<file path="src/rtl/wino_tile_sched_if.sv">
// Handshake/tag bundle between the Winograd tile scheduler and its frame
// controller, input buffer and result buffer.
interface wino_tile_sched_if #(
  parameter int CW = 8
);
  logic          start;
  logic [CW-1:0] cfg_tiles_h;
  logic [CW-1:0] cfg_tiles_w;
  logic          busy;
  logic          done;
  logic          req_valid;
  logic          req_ready;
  logic [CW-1:0] req_row;
  logic [CW-1:0] req_col;
  logic          res_valid;
  logic [CW-1:0] res_row;
  logic [CW-1:0] res_col;
  logic          res_last;
  logic          credit_ret;

  modport master (
    input  start, cfg_tiles_h, cfg_tiles_w, req_ready, credit_ret,
    output busy, done, req_valid, req_row, req_col,
           res_valid, res_row, res_col, res_last
  );

  modport slave (
    output start, cfg_tiles_h, cfg_tiles_w, req_ready, credit_ret,
    input  busy, done, req_valid, req_row, req_col,
           res_valid, res_row, res_col, res_last
  );
endinterface

</file>
<file path="src/rtl/wino_tile_sched.sv">
// F(2x2,3x3) Winograd tile scheduler: row-major tile issue under credit flow
// control, with a fixed-latency tag line. WINO_SCHED_PERF_EN adds perf counters.
module wino_tile_sched #(
  parameter int CW      = 8,
  parameter int LAT     = 6,
  parameter int CREDITS = 4
) (
  input  logic               clk,
  input  logic               rst,
  wino_tile_sched_if.master  bus
`ifdef WINO_SCHED_PERF_EN
  ,
  output logic [31:0]        perf_cycles,
  output logic [31:0]        perf_stalls
`endif
);
  localparam logic [1:0] S_IDLE  = 2'd0;
  localparam logic [1:0] S_RUN   = 2'd1;
  localparam logic [1:0] S_DRAIN = 2'd2;
  localparam logic [1:0] S_DONE  = 2'd3;
  localparam int         EW       = 2 * CW + 2;
  localparam logic [3:0] CRED_MAX = 4'(CREDITS);

  logic [1:0]          state_q, state_d;
  logic [CW-1:0]       cfg_h_q, cfg_h_d, cfg_w_q, cfg_w_d;
  logic [CW-1:0]       row_q, row_d, col_q, col_d;
  logic [3:0]          cred_q, cred_d;
  logic [LAT-1:0][EW-1:0] line_q;
  logic [EW-1:0]       entry_s;
  logic                req_valid_s, issue_s, last_s, line_busy_s;

  assign req_valid_s = (state_q == S_RUN) && (cred_q != 4'd0);
  assign issue_s     = req_valid_s && bus.req_ready;
  assign last_s      = (row_q == cfg_h_q) && (col_q == cfg_w_q);
  assign entry_s     = issue_s ? {1'b1, last_s, row_q, col_q} : {EW{1'b0}};

  // Any tag still travelling toward the result port keeps DRAIN waiting.
  always_comb begin
    line_busy_s = 1'b0;
    for (int i = 0; i < LAT; i++) begin
      line_busy_s = line_busy_s | line_q[i][EW-1];
    end
  end

  // Next state, configuration capture and tile walk.
  always_comb begin
    state_d = state_q;
    cfg_h_d = cfg_h_q;
    cfg_w_d = cfg_w_q;
    row_d   = row_q;
    col_d   = col_q;
    case (state_q)
      S_IDLE: begin
        if (bus.start) begin
          state_d = S_RUN;
          cfg_h_d = bus.cfg_tiles_h;
          cfg_w_d = bus.cfg_tiles_w;
          row_d   = {CW{1'b0}};
          col_d   = {CW{1'b0}};
        end else begin
          state_d = S_IDLE;
        end
      end
      S_RUN: begin
        if (issue_s) begin
          if (last_s) begin
            state_d = S_DRAIN;
            row_d   = {CW{1'b0}};
            col_d   = {CW{1'b0}};
          end else if (col_q == cfg_w_q) begin
            col_d = {CW{1'b0}};
            row_d = row_q + CW'(1);
          end else begin
            col_d = col_q + CW'(1);
          end
        end else begin
          state_d = S_RUN;
        end
      end
      S_DRAIN: begin
        if (!line_busy_s) begin
          state_d = S_DONE;
        end else begin
          state_d = S_DRAIN;
        end
      end
      S_DONE:  state_d = S_IDLE;
      default: state_d = S_IDLE;
    endcase
  end

  // Credits: one issue and one return may land together; returns saturate at full.
  always_comb begin
    cred_d = cred_q;
    if (issue_s && !bus.credit_ret) begin
      cred_d = cred_q - 4'd1;
    end else if (!issue_s && bus.credit_ret && (cred_q != CRED_MAX)) begin
      cred_d = cred_q + 4'd1;
    end else begin
      cred_d = cred_q;
    end
  end

  // Control state registers.
  always_ff @(posedge clk or posedge rst) begin
    if (rst) begin
      state_q <= S_IDLE;
      cfg_h_q <= {CW{1'b0}};
      cfg_w_q <= {CW{1'b0}};
      row_q   <= {CW{1'b0}};
      col_q   <= {CW{1'b0}};
      cred_q  <= CRED_MAX;
    end else begin
      state_q <= state_d;
      cfg_h_q <= cfg_h_d;
      cfg_w_q <= cfg_w_d;
      row_q   <= row_d;
      col_q   <= col_d;
      cred_q  <= cred_d;
    end
  end

  // Tag line: the last stage lines up with the datapath Y output.
  always_ff @(posedge clk or posedge rst) begin
    if (rst) begin
      line_q <= '0;
    end else begin
      line_q[0] <= entry_s;
      for (int i = 1; i < LAT; i++) begin
        line_q[i] <= line_q[i-1];
      end
    end
  end

  assign bus.busy      = (state_q == S_RUN) || (state_q == S_DRAIN);
  assign bus.done      = (state_q == S_DONE);
  assign bus.req_valid = req_valid_s;
  assign bus.req_row   = row_q;
  assign bus.req_col   = col_q;
  assign bus.res_valid = line_q[LAT-1][EW-1];
  assign bus.res_last  = line_q[LAT-1][EW-2];
  assign bus.res_row   = line_q[LAT-1][2*CW-1:CW];
  assign bus.res_col   = line_q[LAT-1][CW-1:0];

`ifdef WINO_SCHED_PERF_EN
  logic [31:0] perf_cycles_q, perf_stalls_q;
  logic        stall_s;

  assign stall_s = (state_q == S_RUN) &&
                   ((cred_q == 4'd0) || (req_valid_s && !bus.req_ready));

  // Saturating perf counters, cleared when a frame is accepted.
  always_ff @(posedge clk or posedge rst) begin
    if (rst) begin
      perf_cycles_q <= 32'd0;
      perf_stalls_q <= 32'd0;
    end else if ((state_q == S_IDLE) && bus.start) begin
      perf_cycles_q <= 32'd0;
      perf_stalls_q <= 32'd0;
    end else begin
      if (bus.busy && (perf_cycles_q != 32'hFFFF_FFFF)) begin
        perf_cycles_q <= perf_cycles_q + 32'd1;
      end
      if (stall_s && (perf_stalls_q != 32'hFFFF_FFFF)) begin
        perf_stalls_q <= perf_stalls_q + 32'd1;
      end
    end
  end

  assign perf_cycles = perf_cycles_q;
  assign perf_stalls = perf_stalls_q;
`endif
endmodule

</file>
<file path="src/flat_wrapper.sv">
// flat-port wrapper written by rule: the top's interface ports become plain ports
module wino_tile_sched_flat 
#(
  parameter int CW      = 8,
  parameter int LAT     = 6,
  parameter int CREDITS = 4
)
  (clk, rst, bus_start, bus_cfg_tiles_h, bus_cfg_tiles_w, bus_req_ready, bus_credit_ret, bus_busy, bus_done, bus_req_valid, bus_req_row, bus_req_col, bus_res_valid, bus_res_row, bus_res_col, bus_res_last);
  wino_tile_sched_if #(.CW(CW)) bus_i ();
  input  logic clk;
  input  logic rst;
  input wire logic [$bits(bus_i.start)-1:0] bus_start;
  input wire logic [$bits(bus_i.cfg_tiles_h)-1:0] bus_cfg_tiles_h;
  input wire logic [$bits(bus_i.cfg_tiles_w)-1:0] bus_cfg_tiles_w;
  input wire logic [$bits(bus_i.req_ready)-1:0] bus_req_ready;
  input wire logic [$bits(bus_i.credit_ret)-1:0] bus_credit_ret;
  output wire logic [$bits(bus_i.busy)-1:0] bus_busy;
  output wire logic [$bits(bus_i.done)-1:0] bus_done;
  output wire logic [$bits(bus_i.req_valid)-1:0] bus_req_valid;
  output wire logic [$bits(bus_i.req_row)-1:0] bus_req_row;
  output wire logic [$bits(bus_i.req_col)-1:0] bus_req_col;
  output wire logic [$bits(bus_i.res_valid)-1:0] bus_res_valid;
  output wire logic [$bits(bus_i.res_row)-1:0] bus_res_row;
  output wire logic [$bits(bus_i.res_col)-1:0] bus_res_col;
  output wire logic [$bits(bus_i.res_last)-1:0] bus_res_last;
  assign bus_i.start = bus_start;
  assign bus_i.cfg_tiles_h = bus_cfg_tiles_h;
  assign bus_i.cfg_tiles_w = bus_cfg_tiles_w;
  assign bus_i.req_ready = bus_req_ready;
  assign bus_i.credit_ret = bus_credit_ret;
  assign bus_busy = bus_i.busy;
  assign bus_done = bus_i.done;
  assign bus_req_valid = bus_i.req_valid;
  assign bus_req_row = bus_i.req_row;
  assign bus_req_col = bus_i.req_col;
  assign bus_res_valid = bus_i.res_valid;
  assign bus_res_row = bus_i.res_row;
  assign bus_res_col = bus_i.res_col;
  assign bus_res_last = bus_i.res_last;
  wino_tile_sched #(.CW(CW), .LAT(LAT), .CREDITS(CREDITS)) u_core (.clk(clk), .rst(rst), .bus(bus_i));
endmodule
</file>
<file path="config.mk">
export PLATFORM = sky130hd
export DESIGN_NAME = wino_tile_sched_flat
export DESIGN_NICKNAME = d
export VERILOG_FILES = /design/src/rtl/wino_tile_sched_if.sv /design/src/rtl/wino_tile_sched.sv /design/src/flat_wrapper.sv
export SDC_FILE = /design/constraint.sdc
export NUM_CORES = 1
export LEC_CHECK = 0
export CORE_UTILIZATION = 60
export CTS_BUF_LIST = sky130_fd_sc_hd__clkbuf_8
export DETAILED_ROUTE_END_ITERATION = 10
export PLACE_DENSITY = 0.85
export RECOVER_POWER = 100
export SYNTH_ARGS = -nofsm -noshare
export SYNTH_HDL_FRONTEND = slang
export SYNTH_SLANG_ARGS = --single-unit
</file>
<file path="constraint.sdc">
create_clock -name clk -period 10.25 [get_ports clk]
set_input_delay 2.05 -clock clk [delete_from_list [all_inputs] [get_ports clk]]
set_output_delay 2.05 -clock clk [all_outputs]
set_load 0.1 [all_outputs]
</file>
==> flow_summary.toml, run 1 <==
[timing]
final_max_slew_viol_count = 72
fmax_mhz = 203
hold_ws_ns = 0.347
worst_slew_pin_slew_ns = 2.93
hold_viol_final = 0
slew_headroom_pct = -96.6
rsz0062_at_grt = "false"
setup_viol = 0
tns_ns = 0
post-route-period-util_pct = 48.1
fin_skew_ns = 0.00737
period_minus_slack_ns = 4.93

[setup_path]
cp-end-kind = "output port"
slowest_delay_ns = 1.21
reg2reg_slack_ns = 7.14
cp_data_required_time_ns = 8.20
crit_type = "reg2out"
path_cells = "inv_1 -> ha_1 -> and2_1 -> dlygate4sd3_1"
cp.arrival_ns = 2.88
path_max_fanout = 19
worstRegToRegCells = 7
cp_slowest_cell = "dlygate4sd3_1"
r2r-end = "u_core.bus.req_row[3]"
start_kind = "register"
endpoint = "bus_req_valid"

[finish]
fin_nets = 428
area_delta_synth_final_pct = 18.0
nFillCells = 540
antenna_cells = 0
layout-drive-gt1-share_pct = 14.3

[power]
pwr_density_cell_nw_per_um2 = 266
vdd_drop_max_mv = 0.220
p_leak_nw = 3.00
power_w = 0.00161

[run]
maxCapViolCount = 1

[synth]
syn_inst = 345
yosysMostFrequentCell = "dfrtp_1"
synth_edf_count = 0
synth_warnings = 0
seq_area_frac_synth_pct = 71.0
synth_top_area_share_pct = 70.5
synth-main-ff-cell = "dfrtp_1"
synth_top_area_cell = "dfrtp_1"
synthesis.area_um2 = 5150
synth_area_leaders = "dfrtp_1, mux2_2, xor2_1, buf_4, and2_1"
synthTopCellsByCount = "dfrtp_1, xor2_1, buf_4"
ys_seq_elements = 146
ys_types = 46
syn-num-nets = 373
async_flop_share_pct = 100
syn_area_per_cell_um2 = 14.9

[grt]
antenna_found_initial = 0
grt_max_degree = 77
first_global_vias = 2776
grt-ovfl-total = 0
grt_util_all_layers_pct = 20.9
grt_first_pass_wirelength_um = 13700

[detailed_routing]
routed_via_density = 5.44
ant_nets = 0
detail_route.wl_per_cell_um = 15.5
drt_pass1_iterations = 4
drc_errors = 0
drtIter0Drc = 131
finalWirelength_um = 8030
num_vias = 2820

[placement]
portBuffers = 57
hpwl_um = 5160
gp_congestion = 0.787

[floorplanning]
dieArea_um2 = 8950
rows = 33
core_um2 = 8260
die_x_um = 94.6
initial_utilization_pct = 62.3
die_h_um = 94.6
io_pins = 58

[cts]
cts_root_buffer = "clkbuf_8"
clkSinkCount = 146
tritoncts = "yes"
htreeDepth = 4
clock_latency_ns = 0.43
postCtsResizedCells = 0
numCtsBuffers = 17
cts_buffer_depth = 2
clk_pin_slew_worst_paths_ns = 0.09
cts_hold_buf = 0
cts_setup_buffers = 0

[outcome]
outcome = "complete, but fails checks"
violations = "capacitance limit, slew limit"

[hold_path]
hold_path.class = "reg2reg"
## worst max-delay path: cells and delay by family (launching register included)
family / cells / cell delay, ns
adders and majority gates: 1 / 0.51
buffers and inverters: 2 / 1.31
DFF: 1 / 0.41
and+or+nand+nor: 1 / 0.23
## logic make-up (layout without fill, tap and decap cells)
group / Yosys count / in the layout / share of synthesized area, %
flip-flops: 146 / 146 / 71.0
AND/OR/NAND/NOR: 74 / 74 / 9.58
AO/OA/AOI/OAI: 48 / 48 / 6.42
buffers and inverters: 30 / 98 / 3.57
multiplexers: 21 / 21 / 4.50
XOR/XNOR: 19 / 19 / 3.23
adder cells (fa/ha/maj): 7 / 7 / 1.70
## registers in the layout (all words and copies together) (netlist names), named ones only
signal	cells
u_core.bus.res_valid	1
u_core.bus.res_col	8
u_core.bus.res_row	8
u_core.line_q	90
u_core.cred_q	4
u_core.cfg_h_q	8
u_core.state_q	1
u_core.cfg_w_q	8
u_core.bus.res_last	1
u_core.bus.req_row	8
u_core.bus.req_col	8
## cell type report
class                      count  area, um2  share of cell area [%]
sequential                   146       3650                    60.2
multi-input combinational    169       1270                    20.9
timing repair buffer          58        578                    9.52
clock buffer                  17        234                    3.85
clock inverter                15        175                    2.88
tap                          105        131                    2.16
inverter                       8       31.3                   0.515
## cell usage in the layout (no fill, tap or decap), drive strengths merged, types with 2 or more instances in the layout
master | netlist | layout
dlygate4sd3 | 0 | 40
a21oi | 6 | 6
nand3 | 7 | 7
clkbuf | 4 | 17
nor3 | 4 | 4
and3 | 4 | 4
mux2 | 17 | 17
o2bb2ai | 3 | 3
nand2b | 3 | 3
or4 | 6 | 6
nor2 | 10 | 10
dfrtp | 145 | 145
nand2 | 14 | 14
xor2 | 19 | 19
nor4 | 5 | 5
nand4 | 2 | 2
ha | 7 | 7
a31oi | 10 | 10
clkdlybuf4s50 | 0 | 17
clkinvlp | 0 | 4
and2 | 15 | 15
inv | 8 | 16
o21ai | 18 | 18
mux2i | 4 | 4
a41o | 2 | 2
o211ai | 2 | 2
a21boi | 3 | 3
bufinv | 0 | 2
## worst min path at each step
stage	startpoint	end	slack [ns]	cells past startpoint
final	u_core.line_q[48]	u_core.line_q[66]	0.35	0
after global routing	u_core.line_q[48]	u_core.line_q[66]	0.35	0
after CTS	u_core.line_q[31]	u_core.line_q[49]	0.35	0
after detailed placement	u_core.line_q[88]	u_core.bus.res_last	0.33	0
after global placement	u_core.line_q[77]	u_core.bus.res_col[5]	0.33	0
after floorplan	u_core.line_q[72]	u_core.bus.res_col[0]	0.33	0
## report_power, final
part,total [W],switching (W),internal [W]
clock network,0.000450,0.000225,0.000225
registers,0.000722,0.0000645,0.000658
logic,0.000440,0.000303,0.000137
## per-layer routing
metal / GRT usage (%) / share of wire (%)
met1: 26.8 / 42
met2: 32.7 / 49
met3: 7.57 / 6.6
met4: 7.83 / 2.4
met5: 0 / 0
## metrics by stage
step                      cell area [um2]  worst slack [ns]  utilization, %  std cells
after floorplan                      5150              4.28               -        345
final                                6070              5.32            73.5        518
after global placement               5710              5.84            69.1        486
after global routing                 6070              4.85            73.5        518
after CTS                            6120              5.30            74.1        518
after detailed placement             5710              5.80            69.1        486
Note: power is estimated with default switching activity, not from simulation.
==> run 2, diff against run 1 <==
--- a/config.mk
+++ b/config.mk
@@ -5,10 +5,10 @@
 export SDC_FILE = /design/constraint.sdc
 export NUM_CORES = 1
 export LEC_CHECK = 0
-export CORE_UTILIZATION = 60
+export CORE_UTILIZATION = 58
 export CTS_BUF_LIST = sky130_fd_sc_hd__clkbuf_8
 export DETAILED_ROUTE_END_ITERATION = 10
-export PLACE_DENSITY = 0.85
+export PLACE_DENSITY = 0.83
 export RECOVER_POWER = 100
 export SYNTH_ARGS = -nofsm -noshare
 export SYNTH_HDL_FRONTEND = slang
==> constraint.sdc (replaced) <==
create_clock -name clk -period 5.1 [get_ports clk]
set_input_delay 1.02 -clock clk [delete_from_list [all_inputs] [get_ports clk]]
set_output_delay 1.02 -clock clk [all_outputs]
set_load 0.1 [all_outputs]
==> run 2 against run 1 <==
Effect of this change: the run still ends with capacitance limit, slew limit left; sequential share of layout area grew 0.22 points; clock power is 90% higher; hold slack got worse by 0.0043 ns; core utilization shrank 3.5 points; first-iteration DRC count up 34%; die area is 3.4% higher; critical path depth did not move; critical path type unchanged; largest cell class unchanged; largest power group unchanged.
==> flow_summary.toml, run 2 (synthesis gave the netlist of run 1 again) <==
[outcome]
outcome = "complete, but fails checks"
violations = "capacitance limit, slew limit"

[detailed_routing]
detail_route.wl_per_cell_um = 15.5
finalWirelength_um = 8080
drtIter0Drc = 175
routed_via_density = 5.36
ant_nets = 0
drc_errors = 0
num_vias = 2788
drt_pass1_iterations = 4

[floorplanning]
die_h_um = 96.2
dieArea_um2 = 9260
io_pins = 58
die_x_um = 96.2
core_um2 = 8640
rows = 34
initial_utilization_pct = 59.6

[cts]
htreeDepth = 4
postCtsResizedCells = 0
cts_setup_buffers = 0
clkSinkCount = 146
cts_root_buffer = "clkbuf_8"
cts_buffer_depth = 2
tritoncts = "yes"
clk_pin_slew_worst_paths_ns = 0.09
numCtsBuffers = 17
clock_latency_ns = 0.44
cts_hold_buf = 0

[timing]
final_max_slew_viol_count = 115
hold_viol_final = 0
fmax_mhz = 255
worst_slew_pin_slew_ns = 2.26
period_minus_slack_ns = 3.92
slew_headroom_pct = -50.7
tns_ns = 0
hold_ws_ns = 0.342
fin_skew_ns = 0.0102
rsz0062_at_grt = "false"
post-route-period-util_pct = 76.8
setup_viol = 0

[finish]
layout_commonest_cell = "dfrtp_1"
most-common-layout-cells = "dfrtp_1, dlygate4sd3_1, xor2_1, clkdlybuf4s50_1, clkbuf_8"
largest_reg_flops = 90
regMostFlops = "u_core.line_q"
fin_nets = 428
area_delta_synth_final_pct = 17.5
nFillCells = 616
fin_util_pct = 70.1
layout-drive-gt1-share_pct = 14.3
antenna_cells = 0

[grt]
grt_util_all_layers_pct = 20.2
antenna_found_initial = 0
grt_first_pass_wirelength_um = 13200
grt_max_degree = 115
grt-ovfl-total = 0
first_global_vias = 2668

[placement]
gp_congestion = 0.792
portBuffers = 57
hpwl_um = 5310

[setup_path]
cp_data_required_time_ns = 4.08
cp-end-kind = "output port"
start_kind = "register"
path_max_fanout = 19
r2r-end = "u_core.bus.req_row[5]"
crit_type = "reg2out"
reg2reg_slack_ns = 1.98
worstRegToRegCells = 7
cp.arrival_ns = 2.90

[hold_path]
holdPathEnd = "u_core.line_q[82]"
hold_path.class = "reg2reg"
hold_depth = 0
min_from = "u_core.line_q[64]"

[power]
p_leak_nw = 2.98
p_sw_w = 0.00118
comb_power_share_pct = 27.7
switching_share_pct = 37.2
clockPowerShare_pct = 26.8
pwr_density_cell_nw_per_um2 = 526
power_w = 0.00318
vdd_drop_max_mv = 0.429
power_frac_seq_pct = 45.4
p_int_w = 0.00200

[run]
maxCapViolCount = 1
run 2: cell types whose count changed in the layout (fill, tap and decap cells not counted), sizes merged:
cell	delta
clkdlybuf4s50	+1
dlygate4sd3	-1
clkinvlp	+1
inv	-1
bufinv	-1
run 2: layer usage:
layer / track usage [%] / share of wire [%] / vias up
met4: 7.46 / 1.7 / 0
met2: 31.2 / 50 / 126
met3: 8.45 / 6.7 / 14
met1: 25.6 / 41 / 1357
li1: - / - / 1291
met5: 0 / 0 / -
run 2: final cells by class:
class | instances | area, um2 | share of cell area (%)
Clock buffer | 17 | 234 | 3.87
Sequential cell | 146 | 3650 | 60.4
Clock inverter | 14 | 146 | 2.42
Tap cell | 108 | 135 | 2.23
Inverter | 8 | 33.8 | 0.558
Multi-Input combinational cell | 169 | 1270 | 21.0
Timing Repair Buffer | 58 | 578 | 9.55
run 2: power by group through the flow:
stage          Combinational [W]  Clock [W]  Sequential (W)
2_1_floorplan           0.000619          0         0.00157
3_3_place_gp            0.000882          0         0.00146
3_5_place_dp            0.000917          0         0.00147
4_1_cts                 0.000922   0.000879         0.00145
5_1_grt                 0.000946   0.000938         0.00147
6_report                0.000883   0.000855         0.00145
run 2: stage by stage:
stage	instances	worst slack, ns	area, um2
finish	520	1.18	6050
global route	520	1.00	6050
CTS	520	1.17	6090
detailed placement	489	1.66	5710
global placement	489	1.70	5710
floorplan	345	0.159	5150
run 2: critical path: stages, from the launching register on:
cell and delay, ns:
dfrtp_1 0.40, inv_1 0.11, ha_1 0.52, and2_1 0.23, dlygate4sd3_1 1.21
run 2: worst max path at each step:
stage | end | slack [ns] | cells after the start
final | bus_req_valid | 1.18 | 4
after global routing | bus_req_valid | 1.00 | 4
after CTS | bus_req_valid | 1.17 | 4
after detailed placement | bus_req_valid | 1.66 | 4
after global placement | bus_req_valid | 1.70 | 4
after floorplan | asynchronous set/reset pin | 0.16 | 1
==> run 3, diff against run 2 <==
==> constraint.sdc (replaced) <==
create_clock -name clk -period 3.8 [get_ports clk]
set_input_delay 0.76 -clock clk [delete_from_list [all_inputs] [get_ports clk]]
set_output_delay 0.76 -clock clk [all_outputs]
set_load 0.1 [all_outputs]
==> run 3 against run 2 <==
Effect of this change: the run still ends with capacitance limit, slew limit left; worst setup slack worse by 0.50 ns; count of clock-buffer cells in the layout grew 1; cell count up 0.38%; largest power group unchanged; highest routed layer unchanged.
==> flow_summary.toml, run 3 (synthesis gave the netlist of run 1 again) <==
[finish]
area_delta_synth_final_pct = 17.8
fin_nets = 429
antenna_cells = 0
layout_commonest_cell = "dfrtp_1"
largest_reg_flops = 90
layout-drive-gt1-share_pct = 15.0
most-common-layout-cells = "dfrtp_1, dlygate4sd3_1, xor2_1, clkdlybuf4s50_1, clkbuf_8"
regMostFlops = "u_core.line_q"

[detailed_routing]
finalWirelength_um = 8140
drt_pass1_iterations = 5
drtIter0Drc = 200
drc_errors = 0
routed_via_density = 5.41
detail_route.wl_per_cell_um = 15.6
ant_nets = 0
num_vias = 2826

[timing]
hold_viol_final = 0
final_max_slew_viol_count = 35
fmax_mhz = 321
setup_viol = 0
tns_ns = 0
setup_ws_ns = 0.686
slew_headroom_pct = -4.44
post-route-period-util_pct = 81.9
period_minus_slack_ns = 3.11
rsz0062_at_grt = "false"
worst_slew_pin_slew_ns = 1.56
fin_skew_ns = 0.0133

[power]
p_sw_w = 0.00159
pwr_density_cell_nw_per_um2 = 707
p_int_w = 0.00270
switching_share_pct = 37.0
comb_power_share_pct = 27.5
p_leak_nw = 2.99
power_frac_seq_pct = 45.5
vdd_drop_max_mv = 0.537
clockPowerShare_pct = 27.0

[floorplanning]
io_pins = 58
core_um2 = 8640
die_x_um = 96.2
die_h_um = 96.2
initial_utilization_pct = 59.6
rows = 34
dieArea_um2 = 9260

[grt]
antenna_found_initial = 0
met2_usage_pct = 31.9
grt-busiest-layer = "met2"
grt_max_degree = 65
first_global_vias = 2787
grt_util_all_layers_pct = 19.9
use_met1_pct = 25.1
use_met3_pct = 6.16
grt-ovfl-total = 0
grt_first_pass_wirelength_um = 13200

[cts]
cts_hold_buf = 0
cts_root_buffer = "clkbuf_8"
postCtsResizedCells = 0
cts_setup_buffers = 0
tritoncts = "yes"
clock_latency_ns = 0.44
htreeDepth = 4
clkSinkCount = 146
numCtsBuffers = 17
clk_pin_slew_worst_paths_ns = 0.08
cts_buffer_depth = 2

[setup_path]
crit_top_cell = "ha_1"
cp_slowest_cell = "nand3_1"
cp.arrival_ns = 3.47
cp_data_required_time_ns = 4.16
path_max_fanout = 19
path_cells = "inv_1 -> ha_1 -> nand3_1 -> nor2_1 -> xor2_1 -> ha_1 -> nor4_1 -> a311oi_1 -> a21oi_1"
crit_type = "reg2reg"
start_kind = "register"
cp-end-kind = "register"
slowest_delay_ns = 0.56

[placement]
portBuffers = 57
pre_cts_ws_ns = 0.895
gp_congestion = 0.802
hpwl_um = 5400

[outcome]
outcome = "complete, but fails checks"
violations = "capacitance limit, slew limit"

[run]
maxCapViolCount = 1

[hold_path]
hold_path.class = "reg2reg"
-- run 3: final timing paths --
kind / start / slack, ns / end / depth (start not counted)
setup reg to reg: register / 0.69 / u_core.cred_q[2] / 9
hold / removal: u_core.line_q[59] / 0.35 / u_core.line_q[77] / 0
setup / recovery: register / 0.69 / u_core.cred_q[2] / 9
max in group asynchronous: rst / 0.95 / u_core.line_q[13] / 3
hold reg to reg: u_core.line_q[59] / 0.35 / u_core.line_q[77] / 0
min in group asynchronous: rst / 1.15 / u_core.cred_q[3] / 2
-- run 3: worst max-delay path, delay by kind of cell, from the launching register on --
kind	cells	cell delay, ns
flip-flops	1	0.41
adder cells (fa/ha/maj)	2	0.77
XOR/XNOR	1	0.12
AO/OA/AOI/OAI	2	0.28
buffers and inverters	1	0.10
AND/OR/NAND/NOR	3	1.36
-- run 3: routing by layer --
layer  part of all wire (%)  wire length, um
met5                      0                0
met3                    6.5              530
met2                     51             4170
met1                     41             3340
met4                    1.2               96
-- run 3: metrics by stage --
step | hold WS, ns | total power, W | utilization, % | instance area (um2) | std cells
3_3_place_gp | 0.331 | 0.00313 | 66.4 | 5740 | 490
2_1_floorplan | 0.331 | 0.00294 | - | 5150 | 345
4_1_cts | 0.348 | 0.00436 | 71.0 | 6130 | 522
3_5_place_dp | 0.335 | 0.00320 | 66.4 | 5740 | 490
6_report | 0.345 | 0.00428 | 70.2 | 6060 | 522
5_1_grt | 0.349 | 0.00450 | 70.2 | 6060 | 522
-- run 3: power groups by stage --
stage / Clock [W] / Combinational, W / Sequential, W
after floorplan: 0 / 0.000830 / 0.00211
after global placement: 0 / 0.00118 / 0.00196
after detailed placement: 0 / 0.00123 / 0.00198
after CTS: 0.00119 / 0.00123 / 0.00195
after global routing: 0.00126 / 0.00126 / 0.00197
final: 0.00116 / 0.00118 / 0.00195
-- run 3: layout make-up --
cell class | instances | area, um2
inverter | 8 | 31.3
timing repair buffer | 59 | 581
clock buffer | 18 | 248
fill | 587 | 2570
tap | 108 | 135
sequential | 146 | 3650
multi-input combinational | 169 | 1270
clock inverter | 14 | 144
